File: src/rtl/conv_pool_pixel_seq.sv
// Channel-serial XNOR-popcount convolution over P*P pool positions, accumulated
// across CHAN beats, thresholded against an offset and pooled to one output bit.
module conv_pool_pixel_seq #(
  parameter int K    = 5,
  parameter int P    = 2,
  parameter int CHAN = 5,
  parameter int BW   = $clog2(CHAN*K*K+1)
) (
  input  logic                           clk,
  input  logic                           rst,
  input  logic                           in_valid,
  output logic                           in_ready,
  input  logic [(K+P-1)*(K+P-1)-1:0]     in_image,
  input  logic [K*K-1:0]                 in_kernel,
  input  logic [BW-1:0]                  in_offset,
  input  logic                           in_mode,
  output logic                           out_valid,
  input  logic                           out_ready,
  output logic                           out_pixel,
  output logic [P*P*BW-1:0]              out_sums
);

  localparam int WIN = K + P - 1;
  localparam int NP  = P * P;
  localparam int CW  = $clog2(CHAN + 1);

  typedef enum logic [1:0] {IDLE, ACCUM, DONE} state_t;

  state_t          state_reg, state_next;
  logic [CW-1:0]   ch_cnt_reg, ch_cnt_next;
  logic [BW-1:0]   acc_reg  [NP];
  logic [BW-1:0]   acc_next [NP];
  logic [BW-1:0]   offset_reg;
  logic            mode_reg;
  logic            pixel_reg;

  logic            accept;
  logic            first_beat;
  logic [BW-1:0]   offset_eff;
  logic            mode_eff;
  logic [NP-1:0]   bin;
  logic            pixel_next;

  // rst gates in_ready so nothing is accepted while the block is held in reset
  assign in_ready   = !rst && (state_reg != DONE);
  assign accept     = in_valid && in_ready;
  assign first_beat = (state_reg == IDLE);

  // The first beat of a pixel supplies offset/mode directly (needed when CHAN==1)
  assign offset_eff = first_beat ? in_offset : offset_reg;
  assign mode_eff   = first_beat ? in_mode   : mode_reg;

  generate
    for (genvar gi = 0; gi < NP; gi++) begin : g_pos
      localparam int PY = gi / P;
      localparam int PX = gi % P;

      logic [K*K-1:0] match;
      logic [BW-1:0]  pc;

      always_comb begin
        match = '0;
        for (int ky = 0; ky < K; ky++) begin
          for (int kx = 0; kx < K; kx++) begin
            match[ky*K+kx] = ~(in_image[(PY+ky)*WIN+PX+kx] ^ in_kernel[ky*K+kx]);
          end
        end
      end

      always_comb begin
        pc = '0;
        for (int j = 0; j < K*K; j++) begin
          pc = pc + BW'(match[j]);
        end
      end

      assign acc_next[gi]            = first_beat ? pc : acc_reg[gi] + pc;
      assign bin[gi]                 = (acc_next[gi] > offset_eff);
      assign out_sums[gi*BW +: BW]   = acc_reg[gi];
    end
  endgenerate

  assign pixel_next = mode_eff ? (&bin) : (|bin);

  always_comb begin
    state_next  = state_reg;
    ch_cnt_next = ch_cnt_reg;
    unique case (state_reg)
      IDLE: begin
        if (accept) begin
          if (CHAN == 1) begin
            state_next  = DONE;
            ch_cnt_next = '0;
          end else begin
            state_next  = ACCUM;
            ch_cnt_next = CW'(1);
          end
        end
      end
      ACCUM: begin
        if (accept) begin
          if (ch_cnt_reg == CW'(CHAN - 1)) begin
            state_next  = DONE;
            ch_cnt_next = '0;
          end else begin
            ch_cnt_next = ch_cnt_reg + CW'(1);
          end
        end
      end
      DONE: begin
        if (out_ready) state_next = IDLE;
      end
      default: state_next = IDLE;
    endcase
  end

  always_ff @(posedge clk) begin
    if (rst) begin
      state_reg  <= IDLE;
      ch_cnt_reg <= '0;
      offset_reg <= '0;
      mode_reg   <= 1'b0;
      pixel_reg  <= 1'b0;
      for (int i = 0; i < NP; i++) acc_reg[i] <= '0;
    end else begin
      state_reg  <= state_next;
      ch_cnt_reg <= ch_cnt_next;
      if (accept) begin
        acc_reg <= acc_next;
        if (first_beat) begin
          offset_reg <= in_offset;
          mode_reg   <= in_mode;
        end
        if (state_next == DONE) pixel_reg <= pixel_next;
      end
    end
  end

  assign out_valid = (state_reg == DONE);
  assign out_pixel = pixel_reg;

endmodule

File: config.mk
export PLATFORM = sky130hd
export DESIGN_NAME = conv_pool_pixel_seq
export DESIGN_NICKNAME = d
export VERILOG_FILES = /design/src/rtl/conv_pool_pixel_seq.sv
export SDC_FILE = /design/constraint.sdc
export NUM_CORES = 1
export LEC_CHECK = 0
export BUFFER_PORTS_ARGS = -buffer_cell sky130_fd_sc_hd__buf_4
export CAP_MARGIN = 20
export CELL_PAD_IN_SITES_DETAIL_PLACEMENT = 0
export CELL_PAD_IN_SITES_GLOBAL_PLACEMENT = 1
export CORE_ASPECT_RATIO = 1.5
export CORE_MARGIN = 10
export CORE_UTILIZATION = 30
export CTS_CLUSTER_SIZE = 30
export DETAILED_ROUTE_END_ITERATION = 10
export MAX_ROUTING_LAYER = met4
export PLACE_DENSITY = 0.55
export SLEW_MARGIN = 10
export SYNTH_ARGS = -nofsm -noshare
export SYNTH_HDL_FRONTEND = slang
export SYNTH_SLANG_ARGS = --single-unit
File: constraint.sdc
create_clock -name clk -period 11.55 [get_ports clk]
set_input_delay 1.155 -clock clk [delete_from_list [all_inputs] [get_ports clk]]
set_output_delay 1.155 -clock clk [all_outputs]
set_load 0.005 [all_outputs]
# Yosys cells after proc, flatten, opt, wreduce, memory -nomap -nowiden
# Cells that the tools add are included.
[totals]
ff_bits = 42
input_bits = 73
out_inout_bits = 31
[classes]
add_sub_neg = 101
order_cmp = 4
eq_ne = 7
muxes = 16
bitwise = 200
reduce_logical = 9
[op_table]
columns = ["cell", "count"]
rows = [
  ["adder 7 x 1 -> 7 bit", 72],
  ["NOT 1 bit", 100],
  ["XOR 1 bit", 100],
  ["two-way mux 7 bit", 5],
  ["adder 6 x 1 -> 7 bit", 4],
  ["adder 7 bit", 4],
  ["greater-than comparator 7 bit", 4],
  ["adder 5 x 1 -> 6 bit", 4],
  ["adder 4 x 1 -> 5 bit", 4],
  ["adder 3 x 1 -> 4 bit", 4],
  ["adder 2 x 1 -> 3 bit", 4],
  ["two-way mux 3 bit", 3],
  ["adder 1 x 1 -> 2 bit", 4],
  ["two-way mux 2 bit", 4],
  ["!= test 2 bit, second input constant", 3],
  ["case mux 2 bit (3 select lines)", 1],
  ["case mux 3 bit (2 select lines)", 1],
  ["== test 2 bit, second input constant", 2],
  ["AND reduction 4 bit", 1],
  ["OR reduction 4 bit", 1],
  ["adder 3 x 1 -> 3 bit, second input constant", 1],
  ["== test 3 bit, second input constant", 1],
  ["AND reduction 3 bit", 1],
  ["== test 2 x 1 -> 1 bit, second input constant", 1],
  ["other kinds (6)", 8],
]

# Depth between registers and ports, before layout
[logic_depth]
word_depth = 31
ltp_mapped = 28
ltp_nobuf = 27

# Least setup slack after synthesis
# No wires, ideal clock.
[synth_path]
path_type = "input -> register"
startpoint = "input port in_kernel[0]"
endpoint = "register pixel_reg (netlist: out_pixel)"
setup_ns = 0.092
t_arrival_ns = 7.257
required_time_ns = 11.458
slack_ns = 4.201
cell_stages = 27
cell_sequence = "clkbuf_1 -> xnor2_1 -> fa_1 -> inv_1 -> fa_1 -> fa_1 -> fa_1 -> inv_1 -> fa_1 -> fa_1 -> inv_1 -> fa_1 -> inv_1 -> ha_1 -> a21o_1 -> a21oi_1 -> o21ai_0 -> a21oi_1 -> xnor2_1 -> nor2_1 -> ha_1 -> nand4_1 -> a21oi_1 -> o22ai_1 -> nor3_1 -> nor3_1 -> nor4_1"
[synth_rtl]
columns = ["item", "line_no", "rtl"]
rows = [
  ["from (decl)", "14", "input logic [K*K-1:0] in_kernel,"],
  ["to (signal assigned)", "134", "if (state_next == DONE) pixel_reg <= pixel_next;"],
  ["to (decl)", "35", "logic pixel_reg;"],
]

==> impl_metrics.prom <==
# TYPE chip_impl_metric gauge
chip_impl_info{name="run_status",value="finished, final reports clean"} 1
chip_impl_metric{name="finalHoldViolCount",unit=""} 0
chip_impl_metric{name="place.gp.congestion",unit=""} 0.916
chip_impl_metric{name="drt-wirelength-per-cell",unit="µm"} 18.3
chip_impl_metric{name="fmax",unit="MHz"} 130
chip_impl_metric{name="drt_pre_antenna_iters",unit=""} 4
chip_impl_metric{name="setup_tns",unit="ns"} 0
chip_impl_metric{name="final-max-slew-violation-count",unit=""} 0
chip_impl_metric{name="postRouteWirelength",unit="µm"} 19500
chip_impl_metric{name="largest_reg_flops",unit=""} 28
chip_impl_metric{name="routed_via_density",unit=""} 4.69
chip_impl_metric{name="finalNetCount",unit=""} 1014
chip_impl_metric{name="ff2ff_path_depth",unit=""} 16
chip_impl_info{name="tritoncts",value="built"} 1
chip_impl_info{name="hold_path_class",value="register to register"} 1
chip_impl_metric{name="worst-slew-pin-transition",unit="ns"} 0.718
chip_impl_metric{name="syn_avg_cell_area",unit="µm²"} 9.11
chip_impl_metric{name="ant_nets",unit=""} 0
chip_impl_metric{name="critical_path_peak_fanout",unit=""} 4
chip_impl_metric{name="cts_made_buffers",unit=""} 5
chip_impl_info{name="clock-root-buffer",value="clkbuf_16"} 1
chip_impl_metric{name="clock_insertion_delay_worst_skew",unit="ns"} 0.30
chip_impl_info{name="postSynth.topFlopCell",value="dfxtp_1"} 1
chip_impl_metric{name="maximum_level_of_the_cts_h_tree",unit=""} 2
chip_impl_metric{name="drc",unit=""} 0
chip_impl_metric{name="synth_cell_type_count",unit=""} 41
chip_impl_metric{name="area_delta_synth_final",unit="%"} 17.7
chip_impl_info{name="rsz_0062_raised_after_global_routing",value="no"} 1
chip_impl_info{name="critical_path.startpoint_type",value="input pin"} 1
chip_impl_metric{name="synth-warning-count",unit=""} 0
chip_impl_metric{name="clock_sinks",unit=""} 42
chip_impl_metric{name="total_number_of_vias",unit=""} 4985
chip_impl_info{name="type_of_destination_of_the_critical_path",value="register"} 1
chip_impl_metric{name="post_cts.repair.setup_buffers",unit=""} 0
chip_impl_metric{name="max-slew-margin-rel",unit=""} 0.519
chip_impl_metric{name="required",unit="ns"} 11.76
chip_impl_metric{name="final_period_minus_worst_setup_slack",unit="ns"} 7.70
chip_impl_metric{name="holdBufCountCts",unit=""} 0
chip_impl_metric{name="post_cts.resized_instances",unit=""} 0
chip_impl_metric{name="cts-root-to-sink-buffers",unit=""} 2
chip_impl_metric{name="post_synth_inst_count",unit=""} 709
chip_impl_info{name="synth_top_cells_by_area",value="fa_1, ha_1, dfxtp_1"} 1
chip_impl_metric{name="drt_first_iter_violations",unit=""} 224
chip_impl_metric{name="max-cap-violations",unit=""} 0
chip_impl_metric{name="initial_core_util",unit=""} 0.306
chip_impl_metric{name="async_reset_ff_frac",unit=""} 0
chip_impl_metric{name="layout_worst_path_cycle_share",unit=""} 0.667
chip_impl_metric{name="number_of_i_o_port_buffers",unit=""} 103
chip_impl_metric{name="antennaDiodeCount",unit=""} 0
chip_impl_metric{name="antenna_violations_before_repair",unit=""} 0
chip_impl_metric{name="die-area",unit="µm²"} 27900
chip_impl_metric{name="die-width",unit="µm"} 140
chip_impl_info{name="synth_top_area_cell",value="fa_1"} 1
chip_impl_metric{name="synthesis.nets",unit=""} 928
chip_impl_metric{name="ioPinCount",unit=""} 104
chip_impl_metric{name="synth_top_area_share",unit=""} 0.235
chip_impl_metric{name="holdPathStages",unit=""} 2
chip_impl_metric{name="first_pass_grt_wire_length",unit="µm"} 31400
chip_impl_info{name="crit_type",value="input pin to register"} 1
chip_impl_metric{name="synth_edf_count",unit=""} 0
chip_impl_metric{name="post_route_cells_drive_above_1_share",unit=""} 0.162
chip_impl_metric{name="post-dp-hpwl",unit="µm"} 17000
chip_impl_metric{name="die_extent_in_y",unit="µm"} 200
chip_impl_metric{name="fin_worst_skew",unit="ns"} 0.00247
chip_impl_metric{name="clk_pin_slew",unit="ns"} 0.06
chip_impl_info{name="final_common_cell",value="inv_1"} 1
chip_impl_metric{name="grt_remaining_overflow",unit=""} 0
chip_impl_metric{name="syn-cell-area",unit="µm²"} 6460
chip_impl_metric{name="nFillCells",unit=""} 2219
chip_impl_metric{name="largest_net_degree_at_the_start_of_global_routing",unit=""} 46
chip_impl_metric{name="cp.arrival",unit="ns"} 7.91
chip_impl_metric{name="placeableCoreArea",unit="µm²"} 21100
chip_impl_metric{name="ys_seq_elements",unit=""} 42
chip_impl_metric{name="grt_usage",unit=""} 0.147
chip_impl_metric{name="core.rowCount",unit=""} 65
chip_impl_info{name="most-common-layout-cells",value="inv_1, buf_4, fa_1, ha_1, xnor2_1"} 1
chip_impl_metric{name="synth_sequential_area_ratio",unit=""} 0.130
chip_impl_metric{name="finalSetupViolations",unit=""} 0
chip_impl_metric{name="grt_pass1_vias",unit=""} 5650
-- per-stage QoR --
| stage | util | area (µm²) | setup WS [ns] | hold slack [ns] | std cells |
|---|---|---|---|---|---|
| 2_1_floorplan | - | 6460 | 4.20 | 0.446 | 709 |
| 3_3_place_gp | 0.353 | 7460 | 3.56 | 0.464 | 1056 |
| 3_5_place_dp | 0.353 | 7460 | 3.45 | 0.472 | 1056 |
| 4_1_cts | 0.360 | 7610 | 3.75 | 0.482 | 1064 |
| 5_1_grt | 0.360 | 7610 | 3.40 | 0.518 | 1064 |
| 6_report | 0.360 | 7610 | 3.85 | 0.481 | 1064 |
-- critical path: stages --
cell	delay, ns
buf_4	0.14
xnor2_1	0.15
fa_1	0.56
inv_1	0.06
fa_1	0.54
fa_1	0.53
fa_1	0.55
inv_1	0.06
fa_1	0.51
fa_1	0.49
inv_1	0.09
fa_1	0.46
inv_1	0.08
ha_1	0.23
a21o_1	0.19
a21oi_1	0.23
o21ai_0	0.12
a21oi_1	0.28
xnor2_1	0.18
nor2_1	0.08
ha_1	0.33
nand2_1	0.05
o21ai_0	0.21
o22ai_1	0.15
nor3_1	0.19
nor3_1	0.06
nor4_1	0.22
-- cells by family after synthesis --
kind of cell,share of synthesized area
XOR/XNOR,0.168
buffers and inverters,0.0815
multiplexers,0.0389
adder cells (fa/ha/maj),0.371
AO/OA/AOI/OAI,0.0991
AND/OR/NAND/NOR,0.111
flip-flops,0.130
-- metal layers --
layer | GRT usage | part of all wire | vias to the layer above
met2 | 0.267 | 0.53 | 128
met5 | - | 0 | -
li1 | - | - | 2469
met4 | 0.0495 | 0.020 | 0
met1 | 0.165 | 0.42 | 2368
met3 | 0.0168 | 0.033 | 20
-- cell usage after synthesis, drive strengths merged, types with 13 or more instances --
library cell,n
nand2,39
xor2,56
a21oi,40
o21ai,42
dfxtp,42
mux2i,15
xnor2,68
buf,13
fa,76
inv,106
nand3b,19
clkbuf,13
nor2,21
nor2b,13
ha,70
-- layout make-up --
cell class	count	area [µm²]	share of cell area
clock buffers	6	139	0.0183
repair buffers	105	788	0.104
clock inverters	2	12.5	0.00164
inverters	106	398	0.0523
multi-input cells	535	5090	0.670
flip-flops and latches	42	841	0.111
well taps	268	335	0.0441
-- path summary, 6_finish.rpt --
| kind | from | end | slack (ns) |
|---|---|---|---|
| hold reg to reg | offset_reg[0] | offset_reg[0] | 0.48 |
| setup / recovery | in_kernel[0] | out_pixel | 3.85 |
| setup reg to reg | out_sums[14] | out_pixel | 8.26 |
| hold / removal | offset_reg[0] | offset_reg[0] | 0.48 |
Power is left out: the tool's default activity adds up to more than one toggle a clock period on the data nets, which glitch-free logic cannot reach.
